--- src/rtl/hazard_ctrl.sv ---
// hazard_ctrl
// Pipeline sequencing controller for the 5-stage core, sitting beside the
// forwarding unit. It handles the hazards that forwarding cannot cover:
// load-use, and branches whose operands are compared in ID. For these it
// inserts the right number of ID/EX bubbles. It also freezes the whole
// pipeline while data memory is busy, and flushes IF/ID on a taken branch.
// Three saturating performance counters track stall, bubble and flush events.
//
// Ports:
//   clk_i, rst_i          clock, asynchronous active-low reset
//   id_rs_i, id_rt_i      source register fields of the ID instruction
//   id_branch_i           ID instruction is a branch resolved in ID
//   branch_taken_i        ID branch comparator result
//   ex_memread_i          EX instruction is a load
//   ex_regwrite_i         EX instruction writes a register
//   ex_rd_i               EX destination register
//   mem_memread_i         MEM instruction is a load
//   mem_rd_i              MEM destination register
//   dmem_stall_i          data memory busy, freeze the pipeline
//   clr_cnt_i             synchronous clear of the perf counters
//   pc_write_o            PC update enable
//   ifid_write_o          IF/ID write enable
//   ifid_flush_o          IF/ID loads a NOP
//   idex_bubble_o         ID/EX loads a control-zero bubble
//   pipe_stall_o          freeze ID/EX, EX/MEM and MEM/WB
//   stall_cnt_o           cycles with dmem_stall_i asserted
//   bubble_cnt_o          bubbles inserted
//   flush_cnt_o           IF/ID flushes issued

module hazard_ctrl #(
  parameter int CNT_W = 16
) (
  input  logic             clk_i,
  input  logic             rst_i,
  input  logic [4:0]       id_rs_i,
  input  logic [4:0]       id_rt_i,
  input  logic             id_branch_i,
  input  logic             branch_taken_i,
  input  logic             ex_memread_i,
  input  logic             ex_regwrite_i,
  input  logic [4:0]       ex_rd_i,
  input  logic             mem_memread_i,
  input  logic [4:0]       mem_rd_i,
  input  logic             dmem_stall_i,
  input  logic             clr_cnt_i,
  output logic             pc_write_o,
  output logic             ifid_write_o,
  output logic             ifid_flush_o,
  output logic             idex_bubble_o,
  output logic             pipe_stall_o,
  output logic [CNT_W-1:0] stall_cnt_o,
  output logic [CNT_W-1:0] bubble_cnt_o,
  output logic [CNT_W-1:0] flush_cnt_o
);

  // STALL means one further bubble is still owed to a load feeding a branch.
  typedef enum logic {RUN, STALL} state_t;

  state_t state, state_next;

  logic ex_match, mem_match;
  logic lu, bex, bmem, hazard;
  logic stall_ev, bubble_ev, flush_ev;

  // Register 0 never produces a dependency.
  assign ex_match  = (ex_rd_i  != 5'd0) && ((ex_rd_i  == id_rs_i) || (ex_rd_i  == id_rt_i));
  assign mem_match = (mem_rd_i != 5'd0) && ((mem_rd_i == id_rs_i) || (mem_rd_i == id_rt_i));

  assign lu     = ex_memread_i && ex_match;
  assign bex    = id_branch_i && ex_regwrite_i && !ex_memread_i && ex_match;
  assign bmem   = id_branch_i && mem_memread_i && mem_match;
  assign hazard = lu || bex || bmem;

  // State register; a reset in STALL discards the owed bubble.
  always_ff @(posedge clk_i or negedge rst_i) begin
    if (!rst_i) state <= RUN;
    else        state <= state_next;
  end

  // Next state: a memory freeze holds the state so an owed bubble survives;
  // only a load feeding a branch needs the second bubble.
  always_comb begin
    state_next = state;
    if (dmem_stall_i)            state_next = state;
    else if (state == STALL)     state_next = RUN;
    else if (lu && id_branch_i)  state_next = STALL;
    else                         state_next = RUN;
  end

  // Mealy outputs and counter events. While reset is held the outputs are
  // forced to a safe "bubble and flush, no writes" pattern regardless of inputs.
  always_comb begin
    pc_write_o    = 1'b1;
    ifid_write_o  = 1'b1;
    ifid_flush_o  = 1'b0;
    idex_bubble_o = 1'b0;
    pipe_stall_o  = 1'b0;
    stall_ev      = 1'b0;
    bubble_ev     = 1'b0;
    flush_ev      = 1'b0;
    if (!rst_i) begin
      pc_write_o    = 1'b0;
      ifid_write_o  = 1'b0;
      ifid_flush_o  = 1'b1;
      idex_bubble_o = 1'b1;
    end else if (dmem_stall_i) begin
      pipe_stall_o  = 1'b1;
      pc_write_o    = 1'b0;
      ifid_write_o  = 1'b0;
      stall_ev      = 1'b1;
    end else if (state == STALL) begin
      pc_write_o    = 1'b0;
      ifid_write_o  = 1'b0;
      idex_bubble_o = 1'b1;
      bubble_ev     = 1'b1;
    end else if (hazard) begin
      // Branch operands are not valid yet, so branch_taken_i is ignored here.
      pc_write_o    = 1'b0;
      ifid_write_o  = 1'b0;
      idex_bubble_o = 1'b1;
      bubble_ev     = 1'b1;
    end else if (id_branch_i && branch_taken_i) begin
      ifid_flush_o  = 1'b1;
      flush_ev      = 1'b1;
    end
  end

  // Saturating counters; clear wins over a same-cycle increment.
  always_ff @(posedge clk_i or negedge rst_i) begin
    if (!rst_i) begin
      stall_cnt_o  <= '0;
      bubble_cnt_o <= '0;
      flush_cnt_o  <= '0;
    end else if (clr_cnt_i) begin
      stall_cnt_o  <= '0;
      bubble_cnt_o <= '0;
      flush_cnt_o  <= '0;
    end else begin
      if (stall_ev  && (stall_cnt_o  != '1)) stall_cnt_o  <= stall_cnt_o  + 1'b1;
      if (bubble_ev && (bubble_cnt_o != '1)) bubble_cnt_o <= bubble_cnt_o + 1'b1;
      if (flush_ev  && (flush_cnt_o  != '1)) flush_cnt_o  <= flush_cnt_o  + 1'b1;
    end
  end

endmodule

--- config.mk ---
export PLATFORM = sky130hd
export DESIGN_NAME = hazard_ctrl
export DESIGN_NICKNAME = d
export VERILOG_FILES = /design/src/rtl/hazard_ctrl.sv
export SDC_FILE = /design/constraint.sdc
export NUM_CORES = 1
export LEC_CHECK = 0
export CORE_UTILIZATION = 47
export CTS_CLUSTER_DIAMETER = 100
export DETAILED_ROUTE_END_ITERATION = 12
export PLACE_DENSITY = 0.82
export SLEW_MARGIN = 10
export SYNTH_ARGS = -nofsm -noshare
export SYNTH_HDL_FRONTEND = slang
export SYNTH_SLANG_ARGS = --single-unit
--- constraint.sdc ---
create_clock -name clk_i -period 2.8 [get_ports clk_i]
set_input_delay 0.28 -clock clk_i [delete_from_list [all_inputs] [get_ports clk_i]]
set_output_delay 0.28 -clock clk_i [all_outputs]
set_load 0.01 [all_outputs]
==> metrics.md <==
| Metric | Value |
|---|---|
| Post-route worst hold slack | about 0.38 ns |
| Min Tclk post-route | about 2.7 ns |
| Global router's overall resource usage | 22.87% |
| CTS H-tree lvls | 2 |
| Area of the mapped netlist | 2865 sq um |
| WP data required | between 2 and 3 ns |
| Weighted congestion reported at the end of routability-driven placement | 0.8772 |
| Final Hold Fails | 0 |
| PD cells | between 300 and 400 nW/um^2 |
| Clock transition at the register clock pins on the worst setup and hold paths after CTS | 0.09 ns |
| Top achievable clock speed | 376.0 MHz |
| Fraction of final layout cells with drive strength greater than 1 | 8.621% |
| Number of vias per cell after detailed routing | 5.459 |
| Total number of vias | approximately 2600 |
| Row count | 28 |
| Worst Clk Skew | about 0.009 ns |
| Actual transition at the worst max-transition pin | 0.5624 ns |
| Sink Count | 49 |
| Final number of max-transition violations | 0 |
| Startpoint kind of the worst setup timing path | input pin |
| Routed wire length per instance | 14.70 um |
| Largest net degree at the start of global routing | 44 |
| Main area contributors after synthesis | sky130_fd_sc_hd__dfrtp_1 (43%), sky130_fd_sc_hd__xor2_1 (12%), sky130_fd_sc_hd__nor2_1 (6.7%) |
| Seq cells post-synth | just under 50 |
| Count of cell types in the netlist | 40 |
| TritonCTS clock tree | done |
| Via count of the first global-routing pass | 2506 |
| Worst rel slew slack | about 63% |
| Total negative slack | 0 ns |
| Most used cells in the layout excluding fill and tap cells | sky130_fd_sc_hd__clkdlybuf4s50_1 (76), sky130_fd_sc_hd__nor2_1 (50), sky130_fd_sc_hd__dfrtp_1 (49) |
| Die outline height | 80.08 um |
| Worst Path Class, Setup | input pin to primary output |
| Mapped Nets | between 300 and 400 |
| IR drop worst, VDD | 232.2 uV |
| I/O Pins | a little over 80 |
| Standard cell core area | roughly 5900 sq um |
| Final count of negative-setup-slack endpoints | 0 |
| Starting density of the core | 48.68% |
| TritonCTS buffer count | 5 |
| Number of max-capacitance violations reported | 0 |
| Setup slack of the worst register-to-register path | ~0.66 ns |
| Count of mapped cells out of synthesis | 311 |
| Count of input and output buffers | between 80 and 90 |
| Post-Synthesis Mean Instance Area | 9.213 sq um |
| Fin nets | 437 |
| Global route overflow | 0 |
| Cells on worst reg2reg path | 6 |
| Later-pin clock latency in the skew report | 0.30 ns |
| DP Wirelength | 5174 um |
| Result of the run | finished, final reports clean |
| Post-route DRC | 0 |
| Yosys warning total | 0 |
| Core Util, Final | 66.56% |
| Setup repair after global routing missed its margin | false |
| Arrival @ worst endpoint | 2.38 ns |
| Number of diodes | 0 |
| Antenna violations before repair | 0 |
| Buffers from clock root to sink, at most | 2 |
| Iteration-0 DRC count of the detailed router | 107 |
| Filler instances | a little under 500 |
| # Post-CTS Setup Buffers | 0 |
| Most common cell after layout, fill and taps aside | sky130_fd_sc_hd__clkdlybuf4s50_1 |
| Overall die width | 80.08 um |
| Share of the synthesized area in the top cell type | 42.79% |
| Final worst path period share | 94.98% |
| Routed wire length | 7072 um |
| Sequential share of the synthesized area | 42.79% |
| Antenna Violating Nets Remaining | 0 |
| Cell chosen for the clock root | sky130_fd_sc_hd__clkbuf_8 |
| Total design power | 1.302 mW |
| Kind of end point of the critical path | primary output |
| Post-synth top area cell | sky130_fd_sc_hd__dfrtp_1 |
| Area of the die | roughly 6400 sq um |
| Largest fanout on the critical path | 3 |
| Wire length of the first global-routing pass | 11430 um |
| Path class of the lowest-slack min-delay path | input pin to async pin |
| Signed area change from the synthesized netlist to the final layout | 36.72% |
| First-pass iteration count of the detailed router | 4 |
| Leakage power figure | 1.607 nW |
==> report_power, final <==
part	internal, mW	switching (mW)
registers	0.710	0.00502
logic	0.0830	0.0934
clock network	0.177	0.233
total	0.970	0.332
==> metal layers <==
layer / routed length, um / share of wire (%) / vias to the layer above / track usage [%]
met2: 3352 / 47 / 83 / 38.80
met1: 3124 / 44 / 1268 / 29.15
li1: - / - / 1263 / -
met4: 105 / 1.5 / 0 / 7.143
met5: 0 / 0 / - / 0
met3: 489 / 6.9 / 12 / 4.773
==> worst paths after layout <==
path	start	endpoint
max in group asynchronous	rst_i	stall_cnt_o[3]$_DFFE_PN0P_
hold / removal	rst_i	stall_cnt_o[0]$_DFFE_PN0P_
hold reg to reg	flush_cnt_o[11]$_DFFE_PN0P_	flush_cnt_o[11]$_DFFE_PN0P_
setup reg to reg	bubble_cnt_o[0]$_DFFE_PN0P_	bubble_cnt_o[11]$_DFFE_PN0P_
min in group clk_i	flush_cnt_o[11]$_DFFE_PN0P_	flush_cnt_o[11]$_DFFE_PN0P_
setup / recovery	mem_rd_i[1]	ifid_write_o
==> registers in the layout (all words and copies together) (netlist names) <==
name	count
flush_cnt_o	16
state	1
bubble_cnt_o	16
stall_cnt_o	16
==> cells in the mapped netlist <==
| master | n |
|---|---|
| sky130_fd_sc_hd__and4_1 | 3 |
| sky130_fd_sc_hd__buf_4 | 1 |
| sky130_fd_sc_hd__xnor2_1 | 20 |
| sky130_fd_sc_hd__a21o_1 | 1 |
| sky130_fd_sc_hd__buf_6 | 1 |
| sky130_fd_sc_hd__buf_1 | 1 |
| sky130_fd_sc_hd__clkbuf_1 | 6 |
| sky130_fd_sc_hd__o211ai_2 | 2 |
| sky130_fd_sc_hd__nand2_1 | 27 |
| sky130_fd_sc_hd__nor4_2 | 2 |
| sky130_fd_sc_hd__o21ai_2 | 1 |
| sky130_fd_sc_hd__o21ai_1 | 1 |
| sky130_fd_sc_hd__o32ai_4 | 1 |
| sky130_fd_sc_hd__or4_1 | 4 |
| sky130_fd_sc_hd__o211ai_1 | 4 |
| sky130_fd_sc_hd__a31oi_4 | 1 |
| sky130_fd_sc_hd__o21ai_0 | 8 |
| sky130_fd_sc_hd__mux2i_1 | 2 |
| sky130_fd_sc_hd__nor2_1 | 51 |
| sky130_fd_sc_hd__a21oi_1 | 7 |
| sky130_fd_sc_hd__a22oi_1 | 1 |
| sky130_fd_sc_hd__or3_1 | 4 |
| sky130_fd_sc_hd__nor2_2 | 1 |
| sky130_fd_sc_hd__buf_2 | 2 |
| sky130_fd_sc_hd__nor4_1 | 6 |
| sky130_fd_sc_hd__xor2_1 | 39 |
| sky130_fd_sc_hd__nor2b_1 | 2 |
| sky130_fd_sc_hd__dfrtp_1 | 49 |
| sky130_fd_sc_hd__nand3_1 | 14 |
| sky130_fd_sc_hd__o2111ai_1 | 3 |
| sky130_fd_sc_hd__nor3_2 | 1 |
| sky130_fd_sc_hd__nor3_1 | 14 |
| sky130_fd_sc_hd__and3_1 | 10 |
| sky130_fd_sc_hd__ha_1 | 3 |
| sky130_fd_sc_hd__a32oi_1 | 1 |
| sky130_fd_sc_hd__o31ai_1 | 2 |
| sky130_fd_sc_hd__nand2b_1 | 1 |
| sky130_fd_sc_hd__or2_2 | 1 |
| sky130_fd_sc_hd__nand4_1 | 9 |
| sky130_fd_sc_hd__inv_1 | 4 |
==> per-stage QoR <==
stage	std cells	setup WS, ns	cell area [sq um]
after floorplan	311	0.5386	2865
after global placement	472	-0.1967	3830
after detailed placement	472	-0.2211	3830
after CTS	481	0.06150	3919
after global routing	481	0.02324	3918
final	481	0.1407	3918
==> cells by family after synthesis <==
family / share of synthesized area (%)
DFF: 42.79
buffers and inverters: 2.445
xor gates and xnor gates: 18.04
AOI/OAI and AO/OA: 8.996
and+or+nand+nor: 25.72
adders and majority gates: 1.310
muxes: 0.6987
==> area by class of cell <==
type | instances | area [sq um] | area share [%]
multi-input cells | 247 | 1572 | 40.12
clock buffers | 7 | 76.32 | 1.948
clock inverters | 1 | 7.507 | 0.1916
flip-flops and latches | 49 | 1226 | 31.30
repair buffers | 98 | 927.1 | 23.67
inverters | 4 | 15.01 | 0.3833
well taps | 75 | 93.84 | 2.395
==> critical path, stage by stage <==
cell and delay [ns]:
sky130_fd_sc_hd__clkdlybuf4s50_1 0.47, sky130_fd_sc_hd__or4_1 0.55, sky130_fd_sc_hd__o211ai_2 0.20, sky130_fd_sc_hd__o32ai_4 0.11, sky130_fd_sc_hd__or2_2 0.33, sky130_fd_sc_hd__nor2_2 0.15
sky130_fd_sc_hd__dlygate4sd2_1 0.30
==> timing repair <==
action	4_1_cts	5_1_grt
gates cloned	0	0
resized for setup	4	4
hold buffers	1	0
endpoints found under the setup margin	4	3
hold endpoints to repair	6	0
pin swaps	0	0
Power figures use the tool's default switching activity.
